`src/rtl/tlc_input_conditioner.sv`:
```
// Input conditioning for the traffic light controller: sensor synchronisation and debouncing,
// minute-of-day clock, and registered peak/off-peak mode derived from two daily windows.
`timescale 1ns/1ps
module tlc_input_conditioner #(
   parameter int SYNC_STAGES     = 2,
   parameter int DEBOUNCE_CYCLES = 8,
   parameter int TICKS_PER_MIN   = 60,
   parameter int MIN_PER_DAY     = 1440,
   parameter int PEAK1_START     = 420,
   parameter int PEAK1_END       = 600,
   parameter int PEAK2_START     = 1020,
   parameter int PEAK2_END       = 1200
) (
   input  logic        clk,
   input  logic        reset,
   input  logic        sensor1_raw,
   input  logic        sensor2_raw,
   input  logic        tod_load,
   input  logic [10:0] tod_load_min,
   input  logic        force_peak,
   input  logic        force_offpeak,
   output logic        sensor1,
   output logic        sensor2,
   output logic        peak,
   output logic [10:0] tod_min,
   output logic        minute_tick
);

   localparam int CNT_W  = $clog2(DEBOUNCE_CYCLES + 1);
   localparam int TICK_W = (TICKS_PER_MIN > 1) ? $clog2(TICKS_PER_MIN) : 1;

   localparam logic [CNT_W-1:0]  CNT_LAST  = CNT_W'(DEBOUNCE_CYCLES - 1);
   localparam logic [TICK_W-1:0] TICK_LAST = TICK_W'(TICKS_PER_MIN - 1);
   localparam logic [10:0]       DAY_LEN   = 11'(MIN_PER_DAY);
   localparam logic [10:0]       DAY_LAST  = 11'(MIN_PER_DAY - 1);
   localparam logic [10:0]       P1_START  = 11'(PEAK1_START);
   localparam logic [10:0]       P1_END    = 11'(PEAK1_END);
   localparam logic [10:0]       P2_START  = 11'(PEAK2_START);
   localparam logic [10:0]       P2_END    = 11'(PEAK2_END);

   logic [1:0] raw;
   logic [1:0] sensor_vec;

   assign raw = {sensor2_raw, sensor1_raw};

   // Two identical, independent sensor channels: synchroniser chain feeding a debouncer.
   for (genvar ch = 0; ch < 2; ch++) begin : g_chan
      logic [SYNC_STAGES-1:0] sync_q, sync_d;
      logic [CNT_W-1:0]       cnt_q, cnt_d;
      logic                   out_q, out_d;
      logic                   synced;

      assign synced = sync_q[SYNC_STAGES-1];

      // NOTE: every signal written here gets a default first, so no path can infer a latch.
      always_comb begin
         sync_d = {sync_q[SYNC_STAGES-2:0], raw[ch]};
         cnt_d  = cnt_q + CNT_W'(1);
         out_d  = out_q;
         if (synced == out_q) begin
            cnt_d = '0;
         end else if (cnt_q == CNT_LAST) begin
            out_d = synced;
            cnt_d = '0;
         end
      end

      // NOTE: sequential state uses non-blocking assignments only, so flops update together.
      always_ff @(posedge clk or negedge reset) begin
         if (!reset) begin
            sync_q <= '0;
            cnt_q  <= '0;
            out_q  <= 1'b0;
         end else begin
            sync_q <= sync_d;
            cnt_q  <= cnt_d;
            out_q  <= out_d;
         end
      end

      assign sensor_vec[ch] = out_q;
   end

   logic [TICK_W-1:0] tick_q, tick_d;
   logic [10:0]       tod_q, tod_d;
   logic              minute_tick_q, minute_tick_d;
   logic              peak_q, peak_d;
   logic              in_window;

   // A load wins over the minute increment and restarts the prescaler without a tick.
   always_comb begin
      tick_d        = tick_q + TICK_W'(1);
      tod_d         = tod_q;
      minute_tick_d = 1'b0;
      if (tod_load) begin
         tod_d  = (tod_load_min >= DAY_LEN) ? '0 : tod_load_min;
         tick_d = '0;
      end else if (tick_q == TICK_LAST) begin
         tick_d        = '0;
         tod_d         = (tod_q == DAY_LAST) ? '0 : tod_q + 11'd1;
         minute_tick_d = 1'b1;
      end
   end

   // Window test on the registered minute, so peak lags a minute change by one cycle.
   always_comb begin
      in_window = ((tod_q >= P1_START) && (tod_q < P1_END)) ||
                  ((tod_q >= P2_START) && (tod_q < P2_END));
      peak_d    = force_peak | (~force_offpeak & in_window);
   end

   always_ff @(posedge clk or negedge reset) begin
      if (!reset) begin
         tick_q        <= '0;
         tod_q         <= '0;
         minute_tick_q <= 1'b0;
         peak_q        <= 1'b0;
      end else begin
         tick_q        <= tick_d;
         tod_q         <= tod_d;
         minute_tick_q <= minute_tick_d;
         peak_q        <= peak_d;
      end
   end

   assign sensor1     = sensor_vec[0];
   assign sensor2     = sensor_vec[1];
   assign tod_min     = tod_q;
   assign minute_tick = minute_tick_q;
   assign peak        = peak_q;

endmodule

```
`config.mk`:
```
export PLATFORM = sky130hd
export DESIGN_NAME = tlc_input_conditioner
export DESIGN_NICKNAME = d
export VERILOG_FILES = /design/src/rtl/tlc_input_conditioner.sv
export SDC_FILE = /design/constraint.sdc
export NUM_CORES = 1
export LEC_CHECK = 0
export CORE_ASPECT_RATIO = 0.75
export CORE_MARGIN = 2
export CORE_UTILIZATION = 46
export CTS_BUF_LIST = sky130_fd_sc_hd__clkbuf_16
export DETAILED_ROUTE_END_ITERATION = 16
export GPL_ROUTABILITY_DRIVEN = 0
export GPL_TIMING_DRIVEN = 0
export PLACE_DENSITY_LB_ADDON = 0.1
export SLEW_MARGIN = 20
export SYNTH_ARGS = -nofsm -noshare
export SYNTH_HDL_FRONTEND = slang
export SYNTH_SLANG_ARGS = --single-unit
```
`constraint.sdc`:
```
create_clock -name clk -period 1.7 [get_ports clk]
set_clock_uncertainty 0.05 [all_clocks]
set_input_delay 0.34 -clock clk [delete_from_list [all_inputs] [get_ports clk]]
set_output_delay 0.34 -clock clk [all_outputs]
set_load 0.01 [all_outputs]
```
* After elaboration in Yosys (flattened, before gate mapping)
Cells that the tools add are included.
** Storage, ports and cells
- Register bits after elaboration :: 33
- Input bits :: 18
- Output and inout bits :: 15
- Word-level logic and storage cells :: 48
** Cells by class
- $add $sub $neg :: 4
- Order comparisons :: 5
- Equal/unequal tests :: 6
- Multiplexer cells :: 12
- Bitwise gates (word level) :: 5
- Reduce and logical (&&, ||, !) cells :: 6
** Operator list (number)
- two-way mux 11 bit :: 4
- two-way mux 4 bit :: 4
- two-way mux 6 bit :: 2
- adder 11 x 1 -> 11 bit, second input constant :: 1
- equality test 11 bit, second input constant :: 1
- greater-or-equal comparator 11 x 10 -> 1 bit, second input constant :: 1
- greater-or-equal comparator 11 bit, second input constant :: 1
- greater-or-equal comparator 11 x 9 -> 1 bit, second input constant :: 1
- < comparator 11 x 10 -> 1 bit, second input constant :: 1
- < comparator 11 bit, second input constant :: 1
- adder 4 x 1 -> 4 bit, second input constant :: 2
- equality test 4 x 3 -> 1 bit, second input constant :: 2
- adder 6 x 1 -> 6 bit, second input constant :: 1
- equality test 6 bit, second input constant :: 1
- AND reduction 2 bit :: 2
- NOT 1 bit :: 3
- equality test 1 bit :: 2
- logical AND 1 bit :: 2
- two-way mux 1 bit :: 2
- nonzero test 2 bit :: 1
- AND 1 bit :: 1
- logical OR 1 bit :: 1
- bitwise OR 1 bit :: 1

* Longest topological paths before layout
- Depth after elaboration :: 5
- Mapped depth :: 6
- Depth with buffers taken out :: 5

* Worst setup path before layout
Ideal clock, no wire load.
- Path kind :: register to register
- Start :: register tod_q[5] (netlist: tod_min[5])
- End :: register tod_q[3] (netlist: tod_min[3])
- Setup time :: 0.126 ns
- Data arrival time :: 1.653 ns
- Required time :: 1.524 ns
- Slack :: -0.129 ns
- Cell stages (with the launch flop) :: 6
- Path buffers :: 1
- Clock period less this slack :: 1.829 ns
- Cell sequence :: dfrtp_1 -> buf_6 -> or4b_4 -> nor3_4 -> o31ai_1 -> a221o_1
** Between the ends
- Longest elaborated chain between the ends :: 4
** RTL lines
- start, declared :: RTL line 85 : logic [10:0] tod_q, tod_d;
- start signal, assigned :: RTL line 120 : tod_q <= tod_d;
- equality test 11 bit :: RTL line 100 : tod_d = (tod_q == DAY_LAST) ? '0 : tod_q + 11'd1;
- two-way mux 11 bit :: RTL line 100
- two-way mux 11 bit :: RTL line 98 : end else if (tick_q == TICK_LAST) begin
- two-way mux 11 bit :: RTL line 95 : if (tod_load) begin
Every way passes these cells. The select of a mux whose other input is x is not followed.
A chain may end at the register's enable or synchronous reset.

* Worst setup path after layout
- Start :: register tod_q[5] (netlist: tod_min[5])
- End :: register tod_q[5] (netlist: tod_min[5])
** Between the ends
- Longest elaborated chain between the ends :: 4
- Elaborated cells between the ends (all ways) :: 5
- Classes of those cells :: 1 x add/sub; 1 x eq/ne; 3 x mux
** RTL lines (RTL line)
- adder 11 x 1 -> 11 bit / equality test 11 bit (equally long branches) :: 100
- two-way mux 11 bit * :: 100
- two-way mux 11 bit * :: 98
- two-way mux 11 bit * :: 95
Every way passes the cells marked *; elsewhere a longest branch is shown, timed or not. The select of a mux whose other input is x is not followed.

==> impl_metrics.py <==
metrics = {
    "die": {
        "initial_core_util": 0.473,
        "die-width_um": 74.4,
        "die_area_um2": 4220,
        "core_um2": 3610,
        "chipHeight_um": 56.8,
        "ios": 33,
        "rows": 19,
    },
    "synthesis": {
        "synth_area_um2": 1710,
        "synth_ff_type": "dfrtp_1",
        "ys_top_cells_by_area": "dfrtp_1 48%, ha_1 3.7%, nand3_1 3.2%",
        "async_flop_share": 1.00,
        "synth_edf_count": 0,
        "yosysUniqueCellTypes": 49,
        "syn_avg_cell_area_um2": 10.1,
        "seq_area_frac_synth": 0.484,
        "yosys_warnings": 0,
        "syn_nets": 192,
        "synth-seq-cells": 33,
        "yosys.area.top_type": "dfrtp_1",
        "synthCells": 169,
        "netlist.area_leader.share": 0.484,
    },
    "setup_path": {
        "start_kind": "flop",
        "r2r_start": "tod_min[5]$_DFFE_PN0P_",
        "cp.buffers_inverters": 2,
        "endpoint_kind": "flop",
        "cp_max_fo": 5,
        "slowest_delay_ps": 500,
        "ff2ff_path_depth": 6,
        "rr_endpoint": "tod_min[5]$_DFFE_PN0P_",
        "critPathSlowestCell": "or4b_4",
        "cp_cell_sequence": "buf_6 > or4b_4 > nor3_4 > buf_4 > or2_1 > o311ai_2",
        "cp.required_ps": 1790,
        "critPathLaunch": "tod_min[5]$_DFFE_PN0P_",
        "path_delay_family": "simple AND/OR/NAND/NOR gates",
        "arrival_ps": 1940,
        "path_class": "reg2reg",
        "rrSetupSlack_ps": -150,
    },
    "sta": {
        "fmax_ghz": 0.539,
        "drv_slew": 0,
        "hold_slack_ps": 299,
        "max_slew.worst_pin.slew_ps": 562,
        "hold_violations": 0,
        "post-route-min-period_ps": 1850,
        "report.final.setup_viol": 8,
        "setup_slack_ps": -154,
        "setup_tns_ps": -734,
        "rsz0062_at_grt": "yes",
        "final.period_utilization": 1.09,
        "slew_headroom": 0.625,
    },
    "layout": {
        "finalNonFillerCells": 277,
        "layout-drive-gt1-share": 0.209,
        "final_core_util": 0.679,
        "syn_to_final_growth_pct": 43.7,
        "postLayoutCellArea_um2": 2450,
        "n_fill_cell": 286,
        "n_antenna_cell": 0,
        "num-nets-final": 247,
        "mostFrequentLayoutCells": "25 x dfrtp_1, 25 x clkdlybuf4s50_1, 15 x buf_4",
    },
    "job": {
        "max-cap-violations": 0,
    },
    "place": {
        "dp_hpwl_um": 3010,
        "post-place-ws_ps": -424,
        "placed_cell_area_um2": 2100,
        "port_buffers": 31,
        "post-place-cells": 253,
    },
    "grt": {
        "grt_antenna_before_repair": 0,
        "grt_pass1_vias": 1505,
        "grt_pass1_wl_um": 7020,
        "grt_usage": 0.224,
        "grt-ovfl-total": 0,
        "grt_max_degree": 34,
    },
    "clock_network": {
        "cts_max_path_buffers": 2,
        "clk_pin_slew_ps": 50,
        "cts_sinks": 33,
        "clk_latency_ps": 280,
        "cts_tree": "done",
        "root_buffer": "clkbuf_16",
        "htreeDepth": 2,
        "numCtsBuffers": 5,
    },
    "min_path": {
        "hold_path_class": "reg2reg",
        "worstHoldEndpoint": "g_chan[1].sync_q[1]$_DFF_PN0_",
        "whs_path_depth": 0,
        "hp-start": "g_chan[1].sync_q[0]$_DFF_PN0_",
    },
    "drt": {
        "ant_nets": 0,
        "num_vias": 1580,
        "vias_per_cell": 5.70,
        "drt_iter0_markers": 91,
        "drtPass1Iterations": 4,
        "wl_per_cell_um": 16.0,
        "route.detailed.drc": 0,
        "wirelength_um": 4450,
    },
    "power": {
        "pwr_density_cell_nw_per_um2": 1040,
        "ir_worst_vdd_v": 0.000704,
        "finalPower_mw": 2.54,
        "p_leak_nw": 1.11,
    },
    "status": {
        "outcome": "complete, but fails checks",
        "violations": "setup timing",
    },
}
power by group:
part / switching [mW] / leakage [nW] / total, mW / internal [mW]
logic: 0.247 / 0.615 / 0.540 / 0.293
registers: 0.113 / 0.415 / 1.02 / 0.904
clock network: 0.308 / 0.0826 / 0.987 / 0.679
cell usage after synthesis (2+ instances only):
master	n
a221o_1	2
mux2_1	2
dfrtp_1	33
nor4_1	2
a211o_1	2
inv_1	9
o211ai_1	3
o31ai_1	4
ha_1	5
inv_2	2
nor2b_1	3
nand3_1	11
xnor2_1	6
nor2_1	12
a211oi_1	2
nand2_1	10
buf_2	3
a22o_1	2
nor3_1	10
clkbuf_1	2
a21oi_1	9
nand4_1	2
and2_1	3
xor2_1	4
and3_1	2
state kept, by name, summed over array words and instances, names as in the netlist:
register,cells
sensor1,1
g_chan.sync_q,4
sensor2,1
g_chan.cnt_q,8
tick_q,6
minute_tick,1
tod_min,11
peak,1
area by class of cell:
class / instances / area (µm²) / area share
Multi-Input combinational cell: 119 / 862 / 0.351
Sequential cell: 33 / 836 / 0.340
Timing Repair Buffer: 49 / 458 / 0.187
Clock buffer: 5 / 125 / 0.0510
Tap cell: 52 / 65.1 / 0.0265
Inverter: 11 / 41.3 / 0.0168
Clock inverter: 3 / 37.5 / 0.0153
Buffer: 5 / 30.0 / 0.0122
cell families after synthesis:
logic type	count (synthesis)	synth area share
fa+ha+maj	5	0.0366
compound gates	38	0.165
buf+inv	17	0.0440
simple gates	64	0.207
xor+xnor	10	0.0513
mux	2	0.0132
flops	33	0.484
layer usage:
metal | up-vias | wire length, µm | global-route usage
li1 | 731 | - | -
met1 | 763 | 1890 | 0.299
met2 | 71 | 2110 | 0.336
met4 | 0 | 123 | 0.105
met5 | - | 0 | 0
met3 | 15 | 322 | 0.0592
worst max path at each step:
stage	endpoint	slack, ps	cells after the start
6_report	tod_min[5]$_DFFE_PN0P_	-150	6
5_1_grt	tod_min[5]$_DFFE_PN0P_	-220	6
4_1_cts	tod_min[5]$_DFFE_PN0P_	-200	6
3_5_place_dp	tod_min[3]$_DFFE_PN0P_	-420	6
3_3_place_gp	g_chan[1].cnt_q[1]$_DFF_PN0_	-400	1
2_1_floorplan	tod_min[3]$_DFFE_PN0P_	-130	5
what timing repair did:
item	in CTS	in global routing
endpoints found under the setup margin	16	14
setup buffers	8	8
hold endpoints to repair	33	0
hold buffers	1	0
pin swaps	6	2
gates resized for setup	13	9
Power figures use the tool's default switching activity.
